File: config.mk
export PLATFORM = sky130hd
export DESIGN_NAME = seven_seg_scanner
export DESIGN_NICKNAME = d
export VERILOG_FILES = /design/src/rtl/seg_pkg.sv /design/src/rtl/seven_seg_decode.sv /design/src/rtl/seven_seg_scanner.sv
export SDC_FILE = /design/constraint.sdc
export NUM_CORES = 1
export LEC_CHECK = 0
export CAP_MARGIN = 0
export CORE_MARGIN = 1.5
export CORE_UTILIZATION = 49
export DETAILED_ROUTE_END_ITERATION = 8
export HOLD_SLACK_MARGIN = 0.12
export PLACE_DENSITY = 0.84
export SYNTH_ARGS = -nofsm -noshare
export SYNTH_HDL_FRONTEND = slang
export SYNTH_SLANG_ARGS = --single-unit
File: constraint.sdc
create_clock -name clk -period 2.1 [get_ports clk]
set_input_delay 0.42 -clock clk [delete_from_list [all_inputs] [get_ports clk]]
set_output_delay 0.42 -clock clk [all_outputs]
set_load 0.05 [all_outputs]
File: src/rtl/seg_pkg.sv
// Shared seven-segment definitions: segment bit positions, the hex glyph
// table and the pin polarity helper used by the scanner and decoder.
package seg_pkg;

  localparam int SEG_A  = 0;
  localparam int SEG_B  = 1;
  localparam int SEG_C  = 2;
  localparam int SEG_D  = 3;
  localparam int SEG_E  = 4;
  localparam int SEG_F  = 5;
  localparam int SEG_G  = 6;
  localparam int SEG_DP = 7;

  // Active-high A..G patterns, indexed by nibble value (entry 15 listed first).
  localparam logic [15:0][6:0] HEX_GLYPH = {
    7'h71, 7'h79, 7'h5E, 7'h39, 7'h7C, 7'h77, 7'h6F, 7'h7F,
    7'h07, 7'h7D, 7'h6D, 7'h66, 7'h4F, 7'h5B, 7'h06, 7'h3F
  };

  function automatic logic [7:0] seg_polarity(input logic [7:0] active_high,
                                               input logic       active_low);
    logic [7:0] pins;
    if (active_low) begin
      pins = ~active_high;
    end else begin
      pins = active_high;
    end
    return pins;
  endfunction

endpackage

File: src/rtl/seven_seg_decode.sv
// Combinational hex-to-segment decoder producing the active-high glyph
// (A..G in bits 0..6, decimal point in bit 7).
module seven_seg_decode
  import seg_pkg::*;
(
  input  logic [3:0] nibble,
  input  logic       dp,
  output logic [7:0] glyph
);

  // Table lookup plus decimal point.
  always_comb begin
    glyph         = 8'h00;
    glyph[6:0]    = HEX_GLYPH[nibble];
    glyph[SEG_DP] = dp;
  end

endmodule

File: src/rtl/seven_seg_scanner.sv
// Time-multiplexed N-digit seven-segment driver with frame-latched inputs,
// one dead cycle per digit slot, leading-zero blanking and a frame strobe.
module seven_seg_scanner
  import seg_pkg::*;
#(
  parameter int NUM_DIGITS  = 4,
  parameter int REFRESH_DIV = 100000,
  parameter int ACTIVE_LOW  = 1
) (
  input  logic                      clk,
  input  logic                      rst,
  input  logic [4*NUM_DIGITS-1:0]   value,
  input  logic [NUM_DIGITS-1:0]     dp_in,
  input  logic [NUM_DIGITS-1:0]     digit_en,
  input  logic                      lz_blank,
  output logic [7:0]                ssd,
  output logic [NUM_DIGITS-1:0]     an,
  output logic                      frame_tick
);

  localparam int PRE_W = $clog2(REFRESH_DIV);
  localparam int IDX_W = (NUM_DIGITS > 1) ? $clog2(NUM_DIGITS) : 1;
  localparam logic [PRE_W-1:0] PRE_LAST = PRE_W'(REFRESH_DIV - 1);
  localparam logic [IDX_W-1:0] IDX_LAST = IDX_W'(NUM_DIGITS - 1);
  localparam logic [7:0] SSD_OFF = (ACTIVE_LOW != 0) ? 8'hFF : 8'h00;
  localparam logic [NUM_DIGITS-1:0] AN_OFF = (ACTIVE_LOW != 0) ? {NUM_DIGITS{1'b1}}
                                                                : {NUM_DIGITS{1'b0}};

  logic [PRE_W-1:0]          pre_r;
  logic [IDX_W-1:0]          idx_r;
  logic [4*NUM_DIGITS-1:0]   sh_value_r;
  logic [NUM_DIGITS-1:0]     sh_dp_r;
  logic [NUM_DIGITS-1:0]     sh_en_r;
  logic                      sh_lz_r;
  logic [7:0]                ssd_r;
  logic [NUM_DIGITS-1:0]     an_r;

  logic                      frame_start_s;
  logic                      zero_above_s;
  logic [NUM_DIGITS-1:0]     blank_s;
  logic [3:0]                nib_s;
  logic                      dp_sel_s;
  logic                      show_s;
  logic [7:0]                glyph_s;
  logic [7:0]                ssd_hi_s;
  logic [NUM_DIGITS-1:0]     an_hi_s;

  assign frame_start_s = (pre_r == {PRE_W{1'b0}}) && (idx_r == {IDX_W{1'b0}});
  assign frame_tick    = frame_start_s & ~rst;
  assign ssd           = ssd_r;
  assign an            = an_r;

  // A digit is blanked when it and every digit above it are zero; digit 0 never is.
  always_comb begin
    blank_s      = {NUM_DIGITS{1'b0}};
    zero_above_s = 1'b1;
    for (int k = NUM_DIGITS - 1; k >= 0; k--) begin
      zero_above_s = zero_above_s & (sh_value_r[4*k +: 4] == 4'h0);
      blank_s[k]   = sh_lz_r & zero_above_s & (k != 0);
    end
  end

  // Select the active digit from the frame shadow.
  always_comb begin
    nib_s    = sh_value_r[{idx_r, 2'b00} +: 4];
    dp_sel_s = sh_dp_r[idx_r] & ~blank_s[idx_r];
    show_s   = sh_en_r[idx_r] & ~blank_s[idx_r] & (pre_r != {PRE_W{1'b0}});
  end

  seven_seg_decode u_decode (
    .nibble (nib_s),
    .dp     (dp_sel_s),
    .glyph  (glyph_s)
  );

  // Active-high next outputs; dead-time, disabled and blanked slots stay dark.
  always_comb begin
    an_hi_s  = {NUM_DIGITS{1'b0}};
    ssd_hi_s = 8'h00;
    if (show_s) begin
      an_hi_s[idx_r] = 1'b1;
      ssd_hi_s       = glyph_s;
    end else begin
      an_hi_s  = {NUM_DIGITS{1'b0}};
      ssd_hi_s = 8'h00;
    end
  end

  // Prescaler, digit index, frame shadow and registered pin drive.
  always_ff @(posedge clk) begin
    if (rst) begin
      pre_r      <= {PRE_W{1'b0}};
      idx_r      <= {IDX_W{1'b0}};
      sh_value_r <= {(4*NUM_DIGITS){1'b0}};
      sh_dp_r    <= {NUM_DIGITS{1'b0}};
      sh_en_r    <= {NUM_DIGITS{1'b0}};
      sh_lz_r    <= 1'b0;
      an_r       <= AN_OFF;
      ssd_r      <= SSD_OFF;
    end else begin
      if (pre_r == PRE_LAST) begin
        pre_r <= {PRE_W{1'b0}};
        if (idx_r == IDX_LAST) begin
          idx_r <= {IDX_W{1'b0}};
        end else begin
          idx_r <= idx_r + IDX_W'(1);
        end
      end else begin
        pre_r <= pre_r + PRE_W'(1);
      end
      if (frame_start_s) begin
        sh_value_r <= value;
        sh_dp_r    <= dp_in;
        sh_en_r    <= digit_en;
        sh_lz_r    <= lz_blank;
      end else begin
        sh_lz_r    <= sh_lz_r;
      end
      an_r  <= an_hi_s ^ AN_OFF;
      ssd_r <= seg_polarity(ssd_hi_s, ACTIVE_LOW != 0);
    end
  end

endmodule
==> impl_table.tex <==
\begin{tabular}{lr}
\hline
Metric & Value \\
\hline
\multicolumn{2}{l}{\textbf{Placed design}} \\
\quad Minimum setup slack after placement & -0.00764 ns \\
\quad Half-perimeter wire length of the detailed placement result & $\sim$4400 um \\
\quad Final RePlAce weighted congestion & 0.930 \\
\quad Count of input and output buffers & 39 \\
\quad Placed Cells & 410 \\
\multicolumn{2}{l}{\textbf{GRT}} \\
\quad First-pass GRT wire length & 10400 um \\
\quad Largest net degree at the start of global routing & 30 \\
\quad Aggregate global-route resource usage & 21.1\% \\
\quad Leftover overflow at the end of global routing & 0 \\
\quad Number of global-route vias before repair & $\sim$2300 \\
\quad Initial antenna violation count & 0 \\
\multicolumn{2}{l}{\textbf{Outcome}} \\
\quad Outcome & complete, but fails checks \\
\quad Violated checks & setup timing \\
\multicolumn{2}{l}{\textbf{Setup path}} \\
\quad Cell at the slowest stage of the critical path & sky130\_fd\_sc\_hd\_\_or4\_4 \\
\quad Crit path capture type & output port \\
\quad Crit path DAT & roughly 1.9 ns \\
\quad Cells along the critical path & or4\_4 -> nor4\_4 -> nand4\_1 -> nor3\_4 -> buf\_12 \\
\quad Crit path launch type & flip-flop \\
\quad Max stage delay on crit path & between 0.5 and 0.6 ns \\
\quad CP endpoint & frame\_tick \\
\quad Worst Reg-to-Reg Cells & 5 \\
\quad CP Launch Point & pre\_r[11] \\
\quad Worst path depth & 5 \\
\quad Capture instance of the worst register-to-register path & sh\_value\_r[7] \\
\quad Highest fanout seen on the critical path & 2 \\
\quad R2R Path Start & pre\_r[11] \\
\quad Worst Path Class, Setup & flip-flop to output port \\
\quad Data required, critical path & $\sim$1.7 ns \\
\quad Reg2Reg Setup Slack & 0.06 ns \\
\quad Cell family contributing the most delay on the critical path & simple AND/OR/NAND/NOR gates \\
\quad Buffering stage count on the worst path with inverters included & 1 \\
\multicolumn{2}{l}{\textbf{Pwr}} \\
\quad Total power per unit cell area & 623 nW/um\^{}2 \\
\quad Static leakage & $\sim$1.3 nW \\
\quad Peak VDD IR & 0.000410 V \\
\multicolumn{2}{l}{\textbf{Yosys}} \\
\quad Dominant cells by area after synthesis & sky130\_fd\_sc\_hd\_\_dfxtp\_1 40\%, sky130\_fd\_sc\_hd\_\_nand4\_1 7.9\%, sky130\_fd\_sc\_hd\_\_o31ai\_1 7.3\% \\
\quad Number of register bits inferred by synthesis & 56 \\
\quad EDFF count, synth & 0 \\
\quad Cell accounting for the most synthesized area & sky130\_fd\_sc\_hd\_\_dfxtp\_1 \\
\quad Fraction of post-synthesis cell area in the top cell type by area & 40.5\% \\
\quad Cell variety after synth & 37 \\
\quad Average cell area after synthesis & 9.02 sq um \\
\quad Post-Synthesis Cell Area & around 2800 sq um \\
\quad Sequential-to-total area share from yosys stat & between 40\% and 50\% \\
\quad Most used flip-flop cell after synthesis & sky130\_fd\_sc\_hd\_\_dfxtp\_1 \\
\quad Net count after synthesis & 346 \\
\quad Post-synthesis cell count & 307 \\
\quad Yosys warning total & 0 \\
\quad Proportion of register bits with asynchronous set or reset after synthesis & 0\% \\
\multicolumn{2}{l}{\textbf{Timing}} \\
\quad Fin Clk Skew & approximately 0.012 ns \\
\quad Transition at the pin with the smallest max-transition slack & around 0.58 ns \\
\quad Final setup slack of the worst path & -0.246 ns \\
\quad Count of final hold-check violations & 0 \\
\quad Fin Hold WS & roughly 0.47 ns \\
\quad Max Transition Viols Final & 0 \\
\quad Remaining max-slew budget at the tightest pin & 61.5\% \\
\quad Unrepaired setup endpoints after global routing & yes \\
\quad Count of endpoints failing setup in the final report & 1 \\
\quad Upper clock frequency limit & 426 MHz \\
\quad Final period util & 112\% \\
\quad Time the final worst path needs with I/O delays and setup & about 2.3 ns \\
\multicolumn{2}{l}{\textbf{Cells and area}} \\
\quad Count of placed standard cells in the final layout, fillers left out & roughly 420 \\
\quad Relative area change from synthesis to final layout & 24.4\% \\
\quad Antenna fix cells & 0 \\
\quad Nets & between 300 and 400 \\
\quad Layout cells sized above 1 & between 10 and 15\% \\
\multicolumn{2}{l}{\textbf{Clock network}} \\
\quad Maximum level of the CTS H-tree & 2 \\
\quad Hold\_buf cts & 0 \\
\quad Root cell of the clock tree & sky130\_fd\_sc\_hd\_\_clkbuf\_8 \\
\quad Clock transition time at the flip-flop clock pins of the worst setup and hold paths & roughly 0.1 ns \\
\quad Clk sinks & 56 \\
\quad Clock latency reported for the late side of the worst-skew pair & slightly above 0.3 ns \\
\quad Deepest clock path buffer count & 2 \\
\quad Clock tree from TritonCTS & yes \\
\quad Clock buffer count from CTS & 5 \\
\multicolumn{2}{l}{\textbf{Floorplan}} \\
\quad Number of placement rows & 27 \\
\quad Total I/O pin count & 40 \\
\quad Die Height & 78.2 um \\
\quad Area of the die & around 6100 sq um \\
\quad Floorplan Core Area & approximately 5500 sq um \\
\quad Width of the die & between 70 and 80 um \\
\quad Initial Util & around 51\% \\
\multicolumn{2}{l}{\textbf{Route}} \\
\quad Initial DRC count & 212 \\
\quad Final routed wirelength across all metal layers & around 6500 um \\
\quad Wire length per cell & 15.6 um \\
\quad Routed via count divided by cell count & approximately 6 \\
\quad Iteration count of the initial detailed-routing pass & 5 \\
\quad Number of antenna-violating nets in the routed design & 0 \\
\quad DRC & 0 \\
\quad Total via count after detailed routing & about 2500 \\
\multicolumn{2}{l}{\textbf{Job}} \\
\quad \# Max-Cap Violations & 0 \\
\multicolumn{2}{l}{\textbf{Min path}} \\
\quad Type of the tightest min-delay check & flip-flop to flip-flop \\
\hline
\end{tabular}
==> cell type report <==
cell class / instances / area [sq um]
Fill cell: 462 / 2030
Multi-Input combinational cell: 212 / 1550
Timing Repair Buffer: 58 / 547
Clock buffer: 7 / 86.3
Tap cell: 72 / 90.1
Clock inverter: 1 / 7.51
Inverter: 12 / 45.0
Sequential cell: 56 / 1120
==> where the power goes <==
group	internal [mW]	leakage, nW	switching (mW)
clock	0.269	0.0445	0.345
sequential	1.12	0.458	0.0396
combinational	0.179	0.754	0.198
==> cell usage after synthesis (all sizes together) (5+ instances only) <==
| cell type | number |
|---|---|
| o21ai | 6 |
| nor4 | 6 |
| nand4 | 35 |
| a21oi | 33 |
| xor2 | 6 |
| ha | 12 |
| xnor2 | 5 |
| nand3 | 14 |
| mux4 | 6 |
| inv | 11 |
| or3 | 5 |
| o31ai | 27 |
| nand2 | 9 |
| clkbuf | 20 |
| dfxtp | 56 |
| buf | 7 |
| nor2 | 17 |
| or4 | 5 |
==> per-layer routing <==
metal / vias to the layer above / GRT usage, % / part of all wire (%)
li1: 1222 / - / -
met1: 1197 / 25.9 / 44
met2: 72 / 37.2 / 51
met3: 11 / 3.84 / 3.9
met4: 0 / 6.96 / 1.4
met5: - / 0 / 0
==> through the flow <==
step	power (mW)	utilization, %	instance area, sq um	setup TNS, ns
detailed placement	1.54	60.4	3310	-0.0161
global placement	1.53	60.4	3310	0
CTS	2.14	62.1	3400	-0.256
floorplan	1.41	-	2790	-0.356
finish	2.15	62.9	3440	-0.246
global route	2.24	62.9	3440	-0.366
==> flip-flops by register name, summed over array words and instances (netlist names) <==
register and flops:
pre_r 17, idx_r 2, sh_dp_r 4, an 4
sh_value_r 16, sh_en_r 4, sh_lz_r 1, ssd 8
==> how the worst min path moves through the flow <==
stage	start	to	slack (ns)	depth (start not counted)
2_1_floorplan	pre_r[0]	pre_r[0]	0.43	1
3_3_place_gp	pre_r[0]	pre_r[0]	0.44	1
3_5_place_dp	pre_r[0]	pre_r[0]	0.45	1
4_1_cts	sh_dp_r[2]	sh_dp_r[2]	0.47	2
5_1_grt	sh_dp_r[0]	sh_dp_r[0]	0.49	2
6_report	sh_dp_r[2]	sh_dp_r[2]	0.47	2
==> worst reg2reg max path: stages, from the launching register on <==
cell,delay [ns]
sky130_fd_sc_hd__dfxtp_2,0.33
sky130_fd_sc_hd__or4_4,0.55
sky130_fd_sc_hd__or4_4,0.47
sky130_fd_sc_hd__buf_6,0.19
sky130_fd_sc_hd__o31ai_1,0.27
sky130_fd_sc_hd__a21oi_1,0.11
==> logic make-up after synthesis <==
kind of cell / synth area share, %
buf+inv: 5.83
xor+xnor: 3.48
mux: 6.42
fa+ha+maj: 5.42
flops: 40.5
compound gates: 16.1
simple gates: 22.2
==> cells in the final DEF (no fill, tap or decap), types with 3 or more instances in the layout <==
master                            count
sky130_fd_sc_hd__o31ai_2              7
sky130_fd_sc_hd__nor4_1               5
sky130_fd_sc_hd__a21oi_1             32
sky130_fd_sc_hd__inv_1               11
sky130_fd_sc_hd__xnor2_1              5
sky130_fd_sc_hd__ha_1                12
sky130_fd_sc_hd__nand4_1             35
sky130_fd_sc_hd__o21ai_0              6
sky130_fd_sc_hd__nor2_1              17
sky130_fd_sc_hd__nand3_1             14
sky130_fd_sc_hd__nand2_1              9
sky130_fd_sc_hd__mux4_2               6
sky130_fd_sc_hd__xor2_1               6
sky130_fd_sc_hd__dfxtp_1             54
sky130_fd_sc_hd__buf_4               18
sky130_fd_sc_hd__clkdlybuf4s50_1     38
sky130_fd_sc_hd__o31ai_1             20
sky130_fd_sc_hd__or4_1                3
sky130_fd_sc_hd__nor2b_1              3
sky130_fd_sc_hd__or3_1                5
sky130_fd_sc_hd__clkbuf_8             6
==> timing repair <==
item,CTS,global route
gates resized for setup,0,11
hold endpoints to repair,0,0
setup endpoints to repair,1,19
buffers inserted,0,0
Power figures use the tool's default switching activity.
